$ cat config.mk
export PLATFORM = sky130hd
export DESIGN_NAME = ysyx_22050854_reg_read_flat
export DESIGN_NICKNAME = d
export VERILOG_FILES = /design/src/rtl/ysyx_22050854_reg_read_if.sv /design/src/rtl/ysyx_22050854_reg_read.sv /design/src/flat_wrapper.sv
export SDC_FILE = /design/constraint.sdc
export NUM_CORES = 1
export LEC_CHECK = 0
export ABC_CLOCK_PERIOD_IN_PS = 7400
export BUFFER_PORTS_ARGS = -buffer_cell sky130_fd_sc_hd__buf_2
export CORE_AREA = 2 2 192 194
export DETAILED_ROUTE_END_ITERATION = 7
export DIE_AREA = 0 0 194 196
export HOLD_SLACK_MARGIN = 0.12
export PLACE_DENSITY_LB_ADDON = 0.25
export SLEW_MARGIN = 20
export SYNTH_ARGS = -nofsm -noshare
export SYNTH_HDL_FRONTEND = slang
export SYNTH_SLANG_ARGS = --single-unit
$ cat constraint.sdc
create_clock -name clk -period 7.4 [get_ports clk]
set_clock_uncertainty 0.15 [all_clocks]
set_input_delay 0.74 -clock clk [delete_from_list [all_inputs] [get_ports clk]]
set_output_delay 0.74 -clock clk [all_outputs]
set_load 0.03 [all_outputs]
$ cat src/rtl/ysyx_22050854_reg_read_if.sv
// Issue-side and execute-side handshake bundle
// for the operand-read stage.
interface ysyx_22050854_reg_read_if #(
    parameter int XLEN = 64,
    parameter int PCW  = 64
);
    logic            in_valid;
    logic            in_ready;
    logic [4:0]      in_rs1;
    logic [4:0]      in_rs2;
    logic [4:0]      in_rd;
    logic            in_rd_wen;
    logic [PCW-1:0]  in_pc;

    logic            out_valid;
    logic            out_ready;
    logic [XLEN-1:0] out_src1;
    logic [XLEN-1:0] out_src2;
    logic [4:0]      out_rd;
    logic            out_rd_wen;
    logic [PCW-1:0]  out_pc;

    modport master (
        output in_valid, in_rs1, in_rs2,
        output in_rd, in_rd_wen, in_pc,
        input  in_ready,
        input  out_valid, out_src1, out_src2,
        input  out_rd, out_rd_wen, out_pc,
        output out_ready
    );

    modport slave (
        input  in_valid, in_rs1, in_rs2,
        input  in_rd, in_rd_wen, in_pc,
        output in_ready,
        output out_valid, out_src1, out_src2,
        output out_rd, out_rd_wen, out_pc,
        input  out_ready
    );
endinterface

$ cat src/rtl/ysyx_22050854_reg_read.sv
// Operand-read stage: regfile read, write-back bypass,
// pending-write scoreboard and one-entry output register.
module ysyx_22050854_reg_read #(
    parameter int XLEN = 64,
    parameter int PCW  = 64
) (
    input  logic                 clk,
    input  logic                 rst_n,
    ysyx_22050854_reg_read_if.slave io,
    output logic [4:0]           raddra,
    output logic [4:0]           raddrb,
    input  logic [XLEN-1:0]      rdata1,
    input  logic [XLEN-1:0]      rdata2,
    input  logic                 wb_en,
    input  logic [4:0]           wb_rd,
    input  logic [XLEN-1:0]      wb_data,
    input  logic                 flush
);
    logic [31:0]     sb;
    logic [31:0]     sb_nxt;
    logic            ov;
    logic [XLEN-1:0] os1;
    logic [XLEN-1:0] os2;
    logic [4:0]      ord;
    logic            owen;
    logic [PCW-1:0]  opc;

    logic [4:0]      rs1;
    logic [4:0]      rs2;
    logic [4:0]      rd;
    logic            byp1;
    logic            byp2;
    logic            bypd;
    logic [XLEN-1:0] src1;
    logic [XLEN-1:0] src2;
    logic            raw1;
    logic            raw2;
    logic            waw;
    logic            ready;
    logic            fire;

    assign rs1    = io.in_rs1;
    assign rs2    = io.in_rs2;
    assign rd     = io.in_rd;
    assign raddra = rs1;
    assign raddrb = rs2;

    // write-back this cycle is not yet visible in the regfile
    assign byp1 = wb_en && (wb_rd == rs1);
    assign byp2 = wb_en && (wb_rd == rs2);
    assign bypd = wb_en && (wb_rd == rd);

    assign src1 = (rs1 == 5'd0) ? '0
                : byp1 ? wb_data : rdata1;
    assign src2 = (rs2 == 5'd0) ? '0
                : byp2 ? wb_data : rdata2;

    assign raw1 = (rs1 != 5'd0) && sb[rs1] && !byp1;
    assign raw2 = (rs2 != 5'd0) && sb[rs2] && !byp2;
    assign waw  = io.in_rd_wen && (rd != 5'd0)
               && sb[rd] && !bypd;

    assign ready = !flush && !raw1 && !raw2 && !waw
                && (!ov || io.out_ready);
    assign fire  = io.in_valid && ready;

    assign io.in_ready   = ready;
    assign io.out_valid  = ov;
    assign io.out_src1   = os1;
    assign io.out_src2   = os2;
    assign io.out_rd     = ord;
    assign io.out_rd_wen = owen;
    assign io.out_pc     = opc;

    // clears first, then the issue set, so set wins on a tie
    always_comb begin
        sb_nxt = sb;
        if (wb_en && wb_rd != 5'd0)
            sb_nxt[wb_rd] = 1'b0;
        if (flush && ov && owen)
            sb_nxt[ord] = 1'b0;
        if (fire && io.in_rd_wen && rd != 5'd0)
            sb_nxt[rd] = 1'b1;
        sb_nxt[0] = 1'b0;
    end

    always_ff @(posedge clk or negedge rst_n) begin
        if (!rst_n) begin
            sb <= '0;
        end else begin
            sb <= sb_nxt;
        end
    end

    always_ff @(posedge clk or negedge rst_n) begin
        if (!rst_n) begin
            ov   <= 1'b0;
            os1  <= '0;
            os2  <= '0;
            ord  <= 5'd0;
            owen <= 1'b0;
            opc  <= '0;
        end else if (flush) begin
            ov <= 1'b0;
        end else if (fire) begin
            ov   <= 1'b1;
            os1  <= src1;
            os2  <= src2;
            ord  <= rd;
            owen <= io.in_rd_wen;
            opc  <= io.in_pc;
        end else if (io.out_ready) begin
            ov <= 1'b0;
        end
    end
endmodule

$ cat src/flat_wrapper.sv
// flat-port wrapper written by rule: the top's interface ports become plain ports
module ysyx_22050854_reg_read_flat 
#(
    parameter int XLEN = 64,
    parameter int PCW  = 64
)
  (clk, rst_n, raddra, raddrb, rdata1, rdata2, wb_en, wb_rd, wb_data, flush, io_in_valid, io_in_rs1, io_in_rs2, io_in_rd, io_in_rd_wen, io_in_pc, io_in_ready, io_out_valid, io_out_src1, io_out_src2, io_out_rd, io_out_rd_wen, io_out_pc, io_out_ready);
  ysyx_22050854_reg_read_if #(.XLEN(XLEN), .PCW(PCW)) io_i ();
  input  logic clk;
  input  logic rst_n;
  output logic [4:0] raddra;
  output logic [4:0] raddrb;
  input  logic [XLEN-1:0] rdata1;
  input  logic [XLEN-1:0] rdata2;
  input  logic wb_en;
  input  logic [4:0] wb_rd;
  input  logic [XLEN-1:0] wb_data;
  input  logic flush;
  input wire logic [$bits(io_i.in_valid)-1:0] io_in_valid;
  input wire logic [$bits(io_i.in_rs1)-1:0] io_in_rs1;
  input wire logic [$bits(io_i.in_rs2)-1:0] io_in_rs2;
  input wire logic [$bits(io_i.in_rd)-1:0] io_in_rd;
  input wire logic [$bits(io_i.in_rd_wen)-1:0] io_in_rd_wen;
  input wire logic [$bits(io_i.in_pc)-1:0] io_in_pc;
  output wire logic [$bits(io_i.in_ready)-1:0] io_in_ready;
  output wire logic [$bits(io_i.out_valid)-1:0] io_out_valid;
  output wire logic [$bits(io_i.out_src1)-1:0] io_out_src1;
  output wire logic [$bits(io_i.out_src2)-1:0] io_out_src2;
  output wire logic [$bits(io_i.out_rd)-1:0] io_out_rd;
  output wire logic [$bits(io_i.out_rd_wen)-1:0] io_out_rd_wen;
  output wire logic [$bits(io_i.out_pc)-1:0] io_out_pc;
  input wire logic [$bits(io_i.out_ready)-1:0] io_out_ready;
  assign io_i.in_valid = io_in_valid;
  assign io_i.in_rs1 = io_in_rs1;
  assign io_i.in_rs2 = io_in_rs2;
  assign io_i.in_rd = io_in_rd;
  assign io_i.in_rd_wen = io_in_rd_wen;
  assign io_i.in_pc = io_in_pc;
  assign io_in_ready = io_i.in_ready;
  assign io_out_valid = io_i.out_valid;
  assign io_out_src1 = io_i.out_src1;
  assign io_out_src2 = io_i.out_src2;
  assign io_out_rd = io_i.out_rd;
  assign io_out_rd_wen = io_i.out_rd_wen;
  assign io_out_pc = io_i.out_pc;
  assign io_i.out_ready = io_out_ready;
  ysyx_22050854_reg_read #(.XLEN(XLEN), .PCW(PCW)) u_core (.clk(clk), .rst_n(rst_n), .io(io_i), .raddra(raddra), .raddrb(raddrb), .rdata1(rdata1), .rdata2(rdata2), .wb_en(wb_en), .wb_rd(wb_rd), .wb_data(wb_data), .flush(flush));
endmodule
* Yosys cells after proc, flatten, opt, wreduce, memory -nomap -nowiden
Cells that the tools add are included.
Storage, ports and cells: output and inout bits 210, word-level logic and storage cells 86, register bits after elaboration 230, input port bits 283
Cells by class: reductions and logical operators 40, order comparisons 8, bitwise logic cells 6, mux-type cells 22, equal/unequal tests 3
Operators with widths (count):
- 2-to-1 mux 64 bit | 4
- 2-to-1 mux 32 bit | 3
- bitwise AND 32 bit | 2
- NOT 32 bit | 2
- bitwise OR 32 bit | 1
- less-than comparator 5 x 6 -> 1 bit, second input constant | 5
- logical AND 1 bit | 23
- nonzero test 5 bit | 4
- binary-select mux 1 bit (select 5 bit) | 3
- demux 1 bit (select 5 bit) | 3
- == test 5 bit | 3
- greater-or-equal comparator 5 x 1 -> 1 bit, second input constant | 3
- zero test 5 bit | 2
- 2-to-1 mux 1 bit | 9
- zero test 1 bit | 8
- nonzero test 3 bit | 1
- AND reduction 2 bit | 1
- logical OR 1 bit | 1
- NOT 1 bit | 1

* Depth between registers and ports, before layout
Gate-level depths: netlist of the first run.
word-level depth 13, gate-level depth with buffers 10, gate-level depth less buffers 6

* Least setup slack after synthesis of the first run
No wires, ideal clock.
path type input-to-output, start input io_in_rd[0], end output io_in_ready, stages 7, path slack 3.244 ns, data required time 6.510 ns, arrival 3.266 ns, buffers on the path 1, cell sequence buf_6 > mux4_2 > a32o_1 > or3_1 > o31ai_2 > nand2_1 > nor4bb_1
On the way: word-level cells in the longest chain between the ends 7, elaborated cells on any way between the ends 12, those cells by class 1 x eq/ne; 2 x mux; 9 x reduce/logical
RTL lines:
- start, declared | RTL line flat_wrapper.sv:22 | input wire logic [$bits(io_i.in_rd)-1:0] io_in_rd;
- binary-select mux 1 bit (select 5 bit) (tied with other cells) | RTL line ysyx_22050854_reg_read.sv:61 | && sb[rd] && !bypd;
- 2-to-1 mux 1 bit (implied by the code) (tied with other cells) | RTL line ysyx_22050854_reg_read.sv:61
- logical AND 1 bit or zero test 1 bit (tied branches) | RTL line ysyx_22050854_reg_read.sv:61
- logical AND 1 bit (*) | RTL line ysyx_22050854_reg_read.sv:61
- zero test 1 bit (*) | RTL line ysyx_22050854_reg_read.sv:63 | assign ready = !flush && !raw1 && !raw2 && !waw
- logical AND 1 bit (*) | RTL line ysyx_22050854_reg_read.sv:63
- logical AND 1 bit (*) | RTL line ysyx_22050854_reg_read.sv:64 | && (!ov || io.out_ready);
- end, declared | RTL line flat_wrapper.sv:25 | output wire logic [$bits(io_i.in_ready)-1:0] io_in_ready;
Every way passes the cells marked *; elsewhere a longest branch is shown, timed or not. The select of a mux whose other input is x is not followed.

* Final worst setup path of the first run
Ends and elaborated chain as after synthesis.

==> metrics.txt, run 1 <==
status finished, final reports clean; critical path capture point type output pin; Hold WS 0.0898 ns; setup TNS 0 ns; RSZ-0062 raised after global routing no; EDFF count, synth 0; Peak VDD IR 214 µV; Layout area overhead 28.9%; Max Used Layer met5; Post-Synth XOR/XNOR Area 0.0106; proportion of synthesized area in mux cells 0.256; Post-CTS Hold Buffers 0; Synth Area per Inst 10.9 µm²; most frequent cells in the layout 491 x buf_2, 270 x nand2_1, 230 x dfrtp_1, 128 x a21oi_1, 100 x mux2_4; GRT overflow 0; fill cell count 3510; WL met3 3.57 mm; Reg area 5760 µm²; Root Driver clkbuf_16; simple-gate share of the synthesized area 0.119; crit path cell chain buf_2 > mux4_2 > a32o_1 > or3_1 > o31ai_2 > nand2_1 > nor4bb_1 > buf_2; CTS tree built; Least-Margin Pin Slew 0.999 ns; fmax 238 MHz; Met1 Wirelength 17.8 mm; Gate Count Post-Synth 1135; pwr/cell area 312 nW/µm²; Clk Latency, worst-skew pair 0.54 ns; Worst Path Buf+Inv 2; period utilization 0.569; register area share after synthesis 0.463; initial antenna violation count 13; Chip Width 194 µm; metal2 WL 20.6 mm; Worst slew margin 0.334; Final nets 1848; Top cell by count, worst path buf_2; final number of hold-violating endpoints 0; DR iter-0 viols 702; post-synthesis register bit count 230; layout cells sized above 1 0.449; Num CTS Buffers 28; final HPWL from detailed placement 30.3 mm; Routed WL per cell 21.1 µm; worst r2r dst u_core.io.out_src1[62]; Global Route Usage Sum 0.223; postcts setup bufs 0; ys async rst share 1.00; total die area 38000 µm²; Worst Path Max Fanout 16; I/O Buffers 492; GPL Wtd Cong 0.925; Die Y 196 µm; CP startpoint kind input port; compound-cell area share of the yosys netlist 0.104; largest family of logic cells by synthesized area multiplexers; commonest non-fill, non-tap cell in the layout buf_2; Post-Route WL 43.6 mm; Yosys warnings 0; CTS clk-pin slew, worst paths 0.06 ns; H-tree levels 1; first-pass GRT wire length 66.3 mm; I/O pin count 493; vias in the first global route 10900; clk buf depth 3; Sink Count 230; R2R setup slack 3.68 ns; Static Leak 7.94 nW; multi-input logic area 6100 µm²; Resize count post-CTS 0; post-layout min period 4.21 ns; r2r worst-path depth 7; Syn Nets 1418; Crit path required time 6.51 ns; Crit path max-delay family simple AND/OR/NAND/NOR gates; Initial Utilization 0.344; fin cells 2064; Synth Flop Type dfrtp_1; Adder-Cell Fraction of Synth Area 0; WS Path Type in -> out; Detailed Routing Iterations Pass 1 6; via/cell ratio 5.16; DRT antenna net count 0; Crit path largest cell delay 0.55 ns; Yosys cell types 48; Synth Cell Area 12400 µm²; worst min-delay path class in -> async; Final Util 0.444; Post-Place Cells 2003; Worst path slowest cell mux4_2; Core Region 36100 µm²; Max Cap Violations 0; CP arrival 3.32 ns; final setup violation count 0; std cell rows 70; # DRC 0; r2r startpoint u_core.sb[11]; Vias 10600; largest net degree at the start of global routing 135; Final Slew Violations 0
area by class of cell:
type	count	area share
multi-input combinational	800	0.381
sequential	230	0.360
timing repair buffer	501	0.160
clock buffer	37	0.0491
tap	468	0.0366
clock inverter	13	0.0106
antenna	11	0.00172
inverter	4	0.000938
kinds of logic after synthesis:
kind of cell | count (synthesis)
simple gates | 344
xor+xnor | 15
mux | 233
flops | 230
compound gates | 208
buf+inv | 105
state kept, by name (all words and copies together), names as in the netlist:
register,count
u_core.io.out_rd,5
u_core.io.out_pc,64
u_core.io.out_valid,1
u_core.io.out_src2,64
u_core.sb,31
u_core.io.out_src1,64
u_core.io.out_rd_wen,1
layer usage:
layer,up-vias,track usage
met1,5143,0.283
met5,-,0
met2,502,0.360
li1,4882,-
met3,117,0.0572
met4,4,0.0954
power by group:
group          switching (mW)  internal (mW)  total, mW
sequential              0.207           1.59       1.79
clock                   0.553          0.880       1.43
combinational            1.11          0.657       1.76
total                    1.87           3.12       4.99
synthesized netlist by cell type, drive strengths merged, types with 5 or more instances:
library cell    n  area, µm²
mux2i          14        140
xor2           12        105
nand3          15       80.1
nand2b          6       37.5
nor2           11       41.3
mux2          201       2640
clkbuf         58        218
o31ai          33        253
o221ai         31        272
dfrtp         230       5760
buf            43        357
nor2b           5       31.3
nand2         270       1010
nand3b         13       97.6
mux4           18        405
a21oi         128        641
or3             6       37.5
worst max-delay path by stage:
stage | start | slack [ns] | to | cells past startpoint
2_1_floorplan | io_in_rd[0] | 3.24 | io_in_ready | 7
3_3_place_gp | io_in_rd[0] | 2.99 | u_core.io.out_src1[31] | 8
3_5_place_dp | io_in_rs1[1] | 2.93 | u_core.io.out_src1[25] | 9
4_1_cts | io_in_rs1[1] | 3.16 | io_in_ready | 9
5_1_grt | io_in_rd[0] | 3.05 | io_in_ready | 8
6_report | io_in_rd[0] | 3.19 | io_in_ready | 8
through the flow:
| step | worst slack, ns | power [mW] | instance area, µm² |
|---|---|---|---|
| after floorplan | 3.24 | 2.97 | 12400 |
| after global placement | 2.99 | 3.56 | 15000 |
| after detailed placement | 2.93 | 3.58 | 15000 |
| after CTS | 3.16 | 5.04 | 16000 |
| after global routing | 3.05 | 5.22 | 16000 |
| final | 3.19 | 4.99 | 16000 |
(Power assumes the default switching activity.)
==> run 2: changes to the inputs <==
--- a/config.mk
+++ b/config.mk
@@ -5,7 +5,8 @@
 export SDC_FILE = /design/constraint.sdc
 export NUM_CORES = 1
 export LEC_CHECK = 0
-export ABC_CLOCK_PERIOD_IN_PS = 7400
+export ABC_AREA = 1
+export ABC_CLOCK_PERIOD_IN_PS = 4200
 export BUFFER_PORTS_ARGS = -buffer_cell sky130_fd_sc_hd__buf_2
 export CORE_AREA = 2 2 192 194
 export DETAILED_ROUTE_END_ITERATION = 7
==> constraint.sdc (replaced) <==
create_clock -name clk -period 4.2 [get_ports clk]
set_clock_uncertainty 0.15 [all_clocks]
set_input_delay 0.42 -clock clk [delete_from_list [all_inputs] [get_ports clk]]
set_output_delay 0.42 -clock clk [all_outputs]
set_load 0.03 [all_outputs]
==> metrics.txt, run 2 <==
Synth Cell Area 13200 µm²; Vias 16900; Pwr Total 9.84 mW; CTS clk-pin slew, worst paths 0.06 ns; final setup violation count 0; via/cell ratio 5.58; initial antenna violation count 4; fill cell count 3351; fin cells 3032; I/O pin count 493; WS Path Type in -> out; Syn Nets 2165; # DRC 0; crit path cell chain dlygate4sd3_1 > buf_2 > nor3_2 > inv_1 > o21ai_1 > inv_2 > nand2_1 > inv_1 > nand2_1 > nand3_1 > nor2_4 > buf_12 > buf_2; Crit path largest cell delay 0.53 ns; fmax 276 MHz; std cell rows 70; Placed Instance Area 15900 µm²; register area share after synthesis 0.436; Final nets 2820; Worst Path Max Fanout 119; Worst slew margin 0.355; postcts setup bufs 0; Yosys warnings 0; Worst Path Buf+Inv 7; Crit path max-delay family buffers and inverters; GRT overflow 0; final number of hold-violating endpoints 0; most common cell in the netlist nand2_1; Final Slew Violations 0; Initial Utilization 0.366; Final Instance Area 19700 µm²; GPL Wtd Cong 1.05; EDFF count, synth 0; Final Util 0.547; Crit path required time 3.63 ns; RSZ-0062 raised after global routing no; Num CTS Buffers 29; synth cell count leaders 697 x nand2_1, 241 x nand3_1, 230 x dfrtp_1, 159 x nand4_1, 147 x a21oi_1; critical path capture point type output pin; Max Cap Violations 0; CTS tree built; Static Leak 10.4 nW; Post-Place Cells 2702; Hold WS 0.142 ns; leading area contributor after synthesis dfrtp_1; post-synthesis register bit count 230; total die area 38000 µm²; period utilization 0.863; Worst path slowest cell dlygate4sd3_1; Sink Count 230; Post-CTS Hold Buffers 272; pwr/cell area 499 nW/µm²; clk buf depth 3; vias in the first global route 16900; Routed WL per cell 20.1 µm; Detailed Routing Iterations Pass 1 6; largest net degree at the start of global routing 120; Synth Flop Type dfrtp_1; Synth top area share 0.436; ys async rst share 1.00; DRT antenna net count 0; Root Driver clkbuf_16; CP arrival 3.06 ns; Peak VDD IR 411 µV; Core Region 36100 µm²; CP startpoint kind input port; Clk Latency, worst-skew pair 0.56 ns; I/O Buffers 492; Gate Count Post-Synth 1882; H-tree levels 1; worst min-delay path class in -> reg; Global Route Usage Sum 0.307; Least-Margin Pin Slew 0.967 ns; synth top area cells dfrtp_1 44%, nand2_1 20%, nand3_1 9.1%; setup TNS 0 ns; Yosys cell types 27; first-pass GRT wire length 93.6 mm; Post-Route WL 60.9 mm; most frequent cells in the layout 697 x nand2_1, 490 x buf_2, 272 x dlygate4sd3_1, 239 x nand3_1, 230 x dfrtp_1; DR iter-0 viols 1296; Die Y 196 µm; post-layout min period 3.63 ns; final HPWL from detailed placement 38.4 mm; status finished, final reports clean; worst slack, placed 0.801 ns; Final Worst Setup Slack 0.575 ns; commonest non-fill, non-tap cell in the layout nand2_1; Chip Width 194 µm; layout cells sized above 1 0.232; Resize count post-CTS 0; Layout area overhead 49.6%; Synth Area per Inst 7.01 µm²
==> run 2: layout make-up <==
class / instances / area [µm²] / share of cell area
Inverter: 78 / 293 / 0.0148
Antenna cell: 4 / 10.0 / 0.000507
Sequential cell: 230 / 5760 / 0.292
Timing Repair Buffer: 794 / 5530 / 0.280
Multi-Input combinational cell: 1404 / 6500 / 0.329
Clock inverter: 19 / 290 / 0.0147
Clock buffer: 35 / 778 / 0.0394
Tap cell: 468 / 586 / 0.0297
==> run 2: layer usage <==
metal  track usage  wire length, µm  vias to the layer above
met5             0                0                        -
met4         0.156             3010                        0
met3        0.0626             5850                      229
met2         0.503            28500                     1121
met1         0.385            23500                     7920
li1              -                -                     7639
==> run 2: tightest hold or removal path: cells and delay by family <==
kind,cells,cell delay (ns)
and+or+nand+nor,3,0.20
buffers and inverters,1,0.11
AOI/OAI and AO/OA,1,0.07
==> run 2: path summary, 6_finish.rpt <==
| path | startpoint | endpoint | depth (start not counted) | slack, ns |
|---|---|---|---|---|
| worst max register to register | u_core.sb[22] | u_core.io.out_valid | 15 | 1.14 |
| worst min register to register | u_core.io.out_pc[50] | u_core.io.out_pc[50] | 2 | 0.31 |
| min in group asynchronous | rst_n | u_core.io.out_src1[46] | 2 | 0.37 |
| max in group asynchronous | rst_n | u_core.io.out_src2[33] | 3 | 2.53 |
| worst min-delay path | wb_data[52] | u_core.io.out_src2[52] | 5 | 0.14 |
| worst max-delay path | io_in_rd[4] | io_in_ready | 13 | 0.57 |
==> run 2: where the power goes <==
part / total [mW] / internal [mW] / switching [mW] / leakage (nW)
Sequential: 3.28 / 2.87 / 0.414 / 2.91
Combinational: 3.75 / 1.11 / 2.64 / 6.93
Clock: 2.81 / 1.75 / 1.06 / 0.522
==> run 2: cells by family (layout without fill, tap and decap cells) <==
family / count (synthesis) / in the layout / synth area share
simple gates: 1180 / 1180 / 0.392
buf+inv: 248 / 926 / 0.0786
flops: 230 / 230 / 0.436
compound gates: 223 / 223 / 0.0929
xor+xnor: 1 / 1 / 0.000664
other cells: 0 / 4 / 0
==> run 3: changes to the inputs <==
--- a/config.mk
+++ b/config.mk
@@ -6,11 +6,11 @@
 export NUM_CORES = 1
 export LEC_CHECK = 0
 export ABC_AREA = 1
-export ABC_CLOCK_PERIOD_IN_PS = 4200
+export ABC_CLOCK_PERIOD_IN_PS = 2900
 export BUFFER_PORTS_ARGS = -buffer_cell sky130_fd_sc_hd__buf_2
-export CORE_AREA = 2 2 192 194
+export CORE_AREA = 2 2 191 193
 export DETAILED_ROUTE_END_ITERATION = 7
-export DIE_AREA = 0 0 194 196
+export DIE_AREA = 0 0 193 195
 export HOLD_SLACK_MARGIN = 0.12
 export PLACE_DENSITY_LB_ADDON = 0.25
 export SLEW_MARGIN = 20
==> constraint.sdc (replaced) <==
create_clock -name clk -period 2.9 [get_ports clk]
set_clock_uncertainty 0.15 [all_clocks]
set_input_delay 0.29 -clock clk [delete_from_list [all_inputs] [get_ports clk]]
set_output_delay 0.29 -clock clk [all_outputs]
set_load 0.03 [all_outputs]
==> metrics.txt, run 3 (synthesized netlist as in run 2, its figures left out) <==
Routed WL per cell 20.6 µm; CTS tree built; initial antenna violation count 8; worst min-delay path class in -> reg; DR iter-0 viols 1708; Root Driver clkbuf_16; Post-Place Cells 2720; Chip Width 193 µm; final setup violation count 0; vias in the first global route 17700; period utilization 0.992; I/O Buffers 492; # DRC 0; clk buf depth 3; Global Route Usage Sum 0.326; multi-input logic area 6550 µm²; Top cell by count, worst path nand2_1; Peak VDD IR 512 µV; Crit path largest cell delay 0.55 ns; Clk Latency, worst-skew pair 0.58 ns; Reg area 5760 µm²; Max Cap Violations 0; total die area 37600 µm²; Sink Count 230; CP startpoint kind input port; Die Y 195 µm; I/O pin count 493; Final Slew Violations 0; CP arrival 2.44 ns; CTS clk-pin slew, worst paths 0.06 ns; Detailed Routing Iterations Pass 1 6; Crit path required time 2.46 ns; largest net degree at the start of global routing 87; Initial Utilization 0.373; critical path capture point type output pin; Post-Route WL 64.6 mm; via/cell ratio 5.66; std cell rows 69; Worst Path Max Fanout 10; Final nets 2924; first-pass GRT wire length 96.8 mm; WS Path Type in -> out; layout cells sized above 1 0.238; Vias 17700; Placed Instance Area 16300 µm²; GRT overflow 0; post-layout min period 2.88 ns; Core Region 35400 µm²; fill cell count 3083; Least-Margin Pin Slew 0.889 ns; fmax 348 MHz; Worst slew margin 0.407; status finished, final reports clean; Static Leak 10.9 nW; Num CTS Buffers 29; crit path cell chain dlygate4sd3_1 > buf_4 > clkinvlp_4 > o22ai_1 > nor2_1 > nand3_1 > nand2_1 > inv_1 > nand2_1 > nand3_2 > nor2_4 > buf_12 > buf_2; fin cells 3133; most frequent cells in the layout 697 x nand2_1, 486 x buf_2, 344 x dlygate4sd3_1, 238 x nand3_1, 228 x dfrtp_1; Final Instance Area 20900 µm²; DRT antenna net count 0; commonest non-fill, non-tap cell in the layout nand2_1; pwr/cell area 677 nW/µm²; H-tree levels 1; final number of hold-violating endpoints 0; Worst path slowest cell dlygate4sd3_1; Layout area overhead 58.7%; Hold WS 0.181 ns; final HPWL from detailed placement 39.8 mm; GPL Wtd Cong 1.03
-- run 3: cell types whose count changed in the layout (fill, tap and decap cells not counted), moves of 5 or more --
cell	delta
nor3_1	-6
buf_12	+9
bufinv_16	-5
buf_4	+17
dlygate4sd3_1	+72
-- run 3: final timing paths --
| path | cells past startpoint | endpoint | slack (ns) | start |
|---|---|---|---|---|
| worst max-delay path | 13 | io_in_ready | 0.02 | io_in_rd[2] |
| worst min-delay path | 5 | u_core.sb[9] | 0.18 | wb_rd[2] |
| worst max register to register | 16 | u_core.io.out_valid | 0.14 | u_core.sb[24] |
| worst min register to register | 2 | u_core.io.out_pc[37] | 0.31 | u_core.io.out_pc[37] |
| max in group asynchronous | 3 | u_core.io.out_src2[18] | 1.99 | rst_n |
| min in group asynchronous | 3 | u_core.io.out_src2[55] | 0.20 | rst_n |
-- run 3: what timing repair did --
action | in CTS | in global routing
hold buffers | 345 | 0
pin swaps | 1 | 2
gates cloned | 0 | 4
hold endpoints to repair | 449 | 0
buffers inserted | 1 | 1
resized for setup | 0 | 28
setup endpoints to repair | 1 | 13
-- run 3: final cells by class --
class                           instances  area share
Timing Repair Buffer                  898       0.323
Multi-Input combinational cell       1404       0.313
Sequential cell                       230       0.275
Clock buffer                           42      0.0398
Tap cell                              461      0.0275
Inverter                               78      0.0145
Clock inverter                         12     0.00663
Antenna cell                            8    0.000956
-- run 3: power by group --
part / internal (mW) / total (mW) / switching (mW)
clock: 2.19 / 3.73 / 1.54
sequential: 4.15 / 4.76 / 0.611
combinational: 1.76 / 5.69 / 3.92
total: 8.10 / 14.2 / 6.08
-- run 3: routing by layer --
layer  track usage  vias to the layer above  part of all wire
met3        0.0681                      311              0.11
met4         0.191                        2             0.068
li1              -                     7857                 -
met1         0.394                     8280              0.37
met5             0                        -           0.00020
met2         0.533                     1285              0.46
-- run 3: critical path, delay by kind of cell --
kind                   cells  cell delay [ns]
buffers and inverters      6             1.36
and+or+nand+nor            6             0.70
AOI/OAI and AO/OA          1             0.09
-- run 3: metrics by stage --
step                      TNS [ns]  utilization  power (mW)  setup slack, ns
after floorplan                  0            -        7.91            0.755
after global placement           0        0.460        9.84            0.302
after detailed placement         0        0.460        9.91            0.274
after CTS                        0        0.585        14.1           0.0230
after global routing      -0.00875        0.592        14.9         -0.00593
final                            0        0.592        14.2           0.0230
